[src/rtl/riscv_pkg.sv]
// Shared RISC-V trace types: retire record layout, trace FSM states and the
// ebreak encoding that freezes capture.
package riscv_pkg;

   localparam int XLEN = 32;

   localparam logic [XLEN-1:0] EBREAK_INSTR = 32'h00100073;

   typedef struct packed {
      logic [XLEN-1:0] pc;
      logic [XLEN-1:0] instr;
      logic [4:0]      reg_addr;
      logic [XLEN-1:0] reg_data;
      logic [XLEN-1:0] mem_addr;
      logic [XLEN-1:0] mem_data;
      logic            mem_wrt;
   } retire_rec_t;

   typedef enum logic [1:0] {
      ST_IDLE    = 2'd0,
      ST_CAPTURE = 2'd1,
      ST_FREEZE  = 2'd2
   } trace_state_t;

endpackage

[src/rtl/sync_fifo.sv]
// First-word-fall-through synchronous FIFO. The head entry is read straight
// out of storage, so a written word becomes visible the cycle after the push.
module sync_fifo #(
   parameter  int WIDTH = 8,
   parameter  int DEPTH = 8,
   localparam int AW    = $clog2(DEPTH)
) (
   input  logic             clk,
   input  logic             rst,
   input  logic             push,
   input  logic [WIDTH-1:0] wdata,
   input  logic             pop,
   output logic [WIDTH-1:0] rdata,
   output logic [AW:0]      count,
   output logic             full,
   output logic             empty
);

   logic [WIDTH-1:0] mem [DEPTH];
   logic [AW-1:0]    wr_ptr;
   logic [AW-1:0]    rd_ptr;
   logic             pop_ok;
   logic             push_ok;

   assign empty   = (count == '0);
   assign full    = (count == (AW+1)'(DEPTH));
   assign pop_ok  = pop && !empty;
   // A full FIFO still accepts a write when the head leaves on the same edge.
   assign push_ok = push && (!full || pop_ok);
   assign rdata   = mem[rd_ptr];

   always_ff @(posedge clk) begin
      if (rst) begin
         wr_ptr <= '0;
         rd_ptr <= '0;
         count  <= '0;
      end else begin
         if (push_ok) wr_ptr <= wr_ptr + 1'b1;
         if (pop_ok)  rd_ptr <= rd_ptr + 1'b1;
         case ({push_ok, pop_ok})
            2'b10:   count <= count + 1'b1;
            2'b01:   count <= count - 1'b1;
            default: count <= count;
         endcase
      end
   end

   always_ff @(posedge clk) begin
      if (push_ok && !rst) mem[wr_ptr] <= wdata;
   end

endmodule

[src/rtl/retire_trace_buffer.sv]
// Captures retired-instruction records into a FIFO between arm and stop/ebreak,
// counting accepted and dropped retires while readout continues in every state.
module retire_trace_buffer
   import riscv_pkg::*;
#(
   parameter int DEPTH = 8
) (
   input  logic                       clk_i,
   input  logic                       rst_i,
   input  logic                       arm_i,
   input  logic                       stop_i,
   input  logic                       ret_valid_i,
   input  logic [XLEN-1:0]            ret_pc_i,
   input  logic [XLEN-1:0]            ret_instr_i,
   input  logic [XLEN-1:0]            ret_reg_data_i,
   input  logic [XLEN-1:0]            ret_mem_addr_i,
   input  logic [XLEN-1:0]            ret_mem_data_i,
   input  logic [4:0]                 ret_reg_addr_i,
   input  logic                       ret_mem_wrt_i,
   output retire_rec_t                rec_o,
   output logic                       rec_valid_o,
   input  logic                       rec_ready_i,
   output logic [$clog2(DEPTH):0]     count_o,
   output logic [63:0]                retired_o,
   output logic [31:0]                dropped_o,
   output logic                       overflow_o,
   output trace_state_t               state_o
);

   localparam int RW = $bits(retire_rec_t);

   trace_state_t state;
   retire_rec_t  rec_in;
   logic [RW-1:0] fifo_rdata;
   logic fifo_full;
   logic fifo_empty;
   logic rec_pop;
   logic qualify;
   logic rec_push;
   logic rec_drop;
   logic is_ebreak;

   always_comb begin
      rec_in          = '0;
      rec_in.pc       = ret_pc_i;
      rec_in.instr    = ret_instr_i;
      rec_in.reg_addr = ret_reg_addr_i;
      rec_in.reg_data = ret_reg_data_i;
      rec_in.mem_addr = ret_mem_addr_i;
      rec_in.mem_data = ret_mem_data_i;
      rec_in.mem_wrt  = ret_mem_wrt_i;
   end

   assign rec_valid_o = !fifo_empty;
   assign rec_pop     = rec_valid_o && rec_ready_i;
   // Bubbles (all-zero instruction word) are never traced.
   assign qualify     = (state == ST_CAPTURE) && ret_valid_i && (ret_instr_i != '0);
   assign rec_push    = qualify && (!fifo_full || rec_pop);
   assign rec_drop    = qualify && !rec_push;
   assign is_ebreak   = (ret_instr_i == EBREAK_INSTR);
   assign rec_o       = retire_rec_t'(fifo_rdata);
   assign state_o     = state;

   sync_fifo #(
      .WIDTH (RW),
      .DEPTH (DEPTH)
   ) u_fifo (
      .clk   (clk_i),
      .rst   (rst_i),
      .push  (rec_push),
      .wdata (rec_in),
      .pop   (rec_pop),
      .rdata (fifo_rdata),
      .count (count_o),
      .full  (fifo_full),
      .empty (fifo_empty)
   );

   always_ff @(posedge clk_i) begin
      if (rst_i) begin
         state      <= ST_IDLE;
         retired_o  <= '0;
         dropped_o  <= '0;
         overflow_o <= 1'b0;
      end else begin
         case (state)
            ST_IDLE: begin
               if (arm_i && !stop_i) state <= ST_CAPTURE;
            end
            ST_CAPTURE: begin
               // The ebreak retire itself is still pushed on this edge.
               if (stop_i || (qualify && is_ebreak)) state <= ST_FREEZE;
            end
            ST_FREEZE: begin
               if (fifo_empty && !arm_i) state <= ST_IDLE;
            end
            default: state <= ST_IDLE;
         endcase

         if (qualify) retired_o <= retired_o + 64'd1;

         if (state == ST_IDLE && arm_i && !stop_i) begin
            dropped_o  <= '0;
            overflow_o <= 1'b0;
         end else if (rec_drop) begin
            overflow_o <= 1'b1;
            if (dropped_o != '1) dropped_o <= dropped_o + 32'd1;
         end
      end
   end

endmodule

[config.mk]
export PLATFORM = sky130hd
export DESIGN_NAME = retire_trace_buffer
export DESIGN_NICKNAME = d
export VERILOG_FILES = /design/src/rtl/riscv_pkg.sv /design/src/rtl/sync_fifo.sv /design/src/rtl/retire_trace_buffer.sv
export SDC_FILE = /design/constraint.sdc
export NUM_CORES = 1
export LEC_CHECK = 0
export ABC_CLOCK_PERIOD_IN_PS = 46200
export CORE_ASPECT_RATIO = 1.5
export CORE_MARGIN = 2
export CORE_UTILIZATION = 62
export DETAILED_ROUTE_END_ITERATION = 10
export HOLD_SLACK_MARGIN = 0.12
export PLACE_DENSITY = 0.88
export SLEW_MARGIN = 10
export SYNTH_ARGS = -nofsm -noshare
export SYNTH_HDL_FRONTEND = slang
export SYNTH_SLANG_ARGS = --single-unit
[constraint.sdc]
create_clock -name clk_i -period 46.2 [get_ports clk_i]
set_input_delay 9.24 -clock clk_i [delete_from_list [all_inputs] [get_ports clk_i]]
set_output_delay 9.24 -clock clk_i [all_outputs]
set_load 0.01 [all_outputs]
==> metrics.cfg <==
[pwr]
p_seq_share_pct = 52.4
ir_drop_mv = 0.0573
p_per_area_nw_per_um2 = 41.9
leakage_nw = 19.6
internal_power_mw = 2.15
p_sw_mw = 0.575
p_sw_share_pct = 21.1
p_comb_share_pct = 9.5
pwr-share-clk_pct = 38.0

[cells_and_area]
area_growth_pct = 18.0
final_common_cell = edfxtp_1
layout_common_cells = edfxtp_1 (1328), clkdlybuf4s50_1 (440), mux4_2 (332)
layout-drive-gt1-share_pct = 23.2
fin_cells = 4365
fillers = 4763
design_area_sq_um = 65100
layout.nets = 3278

[synth]
synth_nets = 2795
synth_edf_count = 1328
async_reset_ff_share_pct = 0
mappedNetlistArea_sq_um = 55100
synth_cell_types = 49
synth_area_per_cell_sq_um = 21.1
synthCells = 2616
ys_ff_latch = 1440
ys.flop_type = edfxtp_1
yosysWarnings = 0
yosysSeqAreaShare_pct = 76.4

[setup_path]
r2r_cells = 7
cp_top_family = buffers and inverters
r2r-start = state_o[0]
cp_max_fo = 53
crit_type = flop to output pin
critPathArrivalTime_ns = 5.57
path_buf_inv = 4
crit_slowest_cell = buf_4
r2r_slack_ns = 41.84
startpoint_type = flop
end_kind = output pin
path_cells = buf_4, buf_4, buf_4, mux4_2, mux2_2, clkdlybuf4s50_1
r2r-end = u_fifo.mem[4][69]
crit_top_cell = buf_4
cp.required_ns = 36.96
max_stage_delay_ns = 0.92

[clock_network]
numCtsBuffers = 120
cts_sinks = 1440
tritoncts = done
hold_buffers = 0
post_cts_resized = 0
htreeDepth = 3
clock_latency_ns = 0.72
cts_setup_buffers = 0
cts_buffer_depth = 3
cts_root_buffer = clkbuf_16
clk_pin_slew_ns = 0.06

[run]
maxCapViolations = 0

[hold_path]
hold_depth = 2
hold_path_class = flop to flop
hold-path-endpoint = overflow_o
min-delay-start = overflow_o

[die]
top_level_ports = 442
coreArea_sq_um = 88500
die_h_microns = 369
die_width_microns = 248
dieArea_sq_um = 91400
rows = 134
start_util_pct = 62.3

[grt]
grt_pass1_wl_microns = 195000
grt_usage_pct = 29.4
grt_pass1_vias = 29500
antenna_found_initial = 18
grt_max_degree = 203
gr-total-overflow = 0

[detailed_routing]
viasPerCell = 6.55
drc = 0
totalWireLength_microns = 133000
first_pass_iters = 8
vias = 28600
drt_iter0_drc = 2584
detail_route.wl_per_cell_microns = 30.4
ant_nets = 0

[place]
routabilityCongestion = 0.872
dpl.hpwl_microns = 73500
dpl_cell_area_sq_um = 60900
io_buffers = 441
dp_cells = 4132

[sta]
fin_worst_skew_ns = 0.0432
hold_viol = 0
fin_crit_ns = 14.81
period_share_pct = 32.1
fin_tns_setup_ns = 0
setup_viol = 0
rsz0062_at_grt = false
fmax_mhz = 67.5
slew_headroom_pct = 2.87
slew_viol_final = 0
worstMarginPinSlew_ns = 1.46

[outcome]
status = completed

-- layer usage --
metal	wire, microns	GRT usage, %	vias up
li1	-	-	11800
met1	46800	36.7	15000
met2	70800	51.3	1513
met3	10700	6.19	236
met4	4250	9.94	14
met5	88	0	-
-- worst reg2reg max path, stage by stage, from the launching register on --
cell and delay, ns:
dfxtp_1 0.43, nand3b_1 0.10, buf_4 0.24, nor3_1 0.74
nand2b_1 0.40, nor3_2 0.25, buf_4 0.73, buf_4 0.99
-- stage by stage --
step / util (%) / setup slack (ns) / total power [mW] / hold WS, ns
4_1_cts: 73.4 / 31.09 / 2.75 / 0.479
3_5_place_dp: 68.8 / 31.43 / 1.72 / 0.461
6_report: 73.5 / 31.39 / 2.73 / 0.481
2_1_floorplan: - / 23.91 / 1.61 / 0.454
3_3_place_gp: 68.8 / 31.50 / 1.71 / 0.451
5_1_grt: 73.5 / 30.86 / 2.80 / 0.511
-- flip-flops by register name (all words and copies together), names as in the netlist, named ones only --
register	cells
u_fifo.rd_ptr	3
u_fifo.wr_ptr	3
state_o	2
u_fifo.count	4
dropped_o	32
retired_o	64
u_fifo.mem	1328
overflow_o	1
-- how the worst max path moves through the flow --
stage	startpoint	end	slack, ns	cells after the start
after floorplan	ret_valid_i	u_fifo.mem[1][0]	23.91	5
after global placement	ret_instr_i[7]	u_fifo.mem[3][68]	31.50	10
after detailed placement	ret_instr_i[12]	u_fifo.mem[3][68]	31.43	10
after CTS	flop	rec_o[59]	31.09	6
after global routing	flop	rec_o[86]	30.86	6
final	flop	rec_o[86]	31.39	6
-- power groups by stage --
stage,combinational (mW),clock [mW],sequential [mW]
floorplan,0.157,0,1.46
global placement,0.250,0,1.46
detailed placement,0.258,0,1.46
CTS,0.264,1.05,1.43
global route,0.277,1.09,1.43
finish,0.260,1.04,1.43
-- Yosys cell counts (4+ instances only) --
library cell,number,area (sq um)
o31ai_1,11,82.6
nand3_1,38,190
or3_1,36,225
clkbuf_1,79,297
nand3b_1,5,37.5
o21ai_0,36,180
dfxtp_1,112,2240
xnor2_1,39,342
nand2_1,66,248
inv_1,14,52.6
nor3_1,24,120
and3_1,10,62.6
a21oi_1,56,280
nor2_1,74,278
xor2_1,13,114
edfxtp_1,1328,39900
and4_1,9,78.8
nand4_1,29,181
buf_1,38,143
or4_1,15,113
and2_1,4,25.0
mux2_2,166,1870
ha_1,7,87.6
mux4_2,332,7480
nor4_1,39,244
nand2b_1,5,31.3
-- cells by family (layout without fill, tap and decap cells) --
logic type / count (synthesis) / count (layout) / synth area share (%)
and+or+nand+nor: 369 / 369 / 3.56
AOI/OAI and AO/OA: 112 / 112 / 1.11
buffers and inverters: 135 / 717 / 0.955
adders and majority gates: 7 / 7 / 0.159
other: 0 / 11 / 0
muxes: 501 / 501 / 17.0
xor gates and xnor gates: 52 / 52 / 0.826
DFF: 1440 / 1440 / 76.4
-- cell type report --
type	instances	area, sq um	share of cell area, %
flip-flops and latches	1440	42100	64.8
inverters	14	52.6	0.0808
clock inverters	63	785	1.21
multi-input cells	1041	12600	19.3
clock buffers	158	3280	5.04
repair buffers	482	4780	7.35
well taps	1156	1450	2.22
diodes	11	27.5	0.0423
Note: power is estimated with default switching activity, not from simulation.
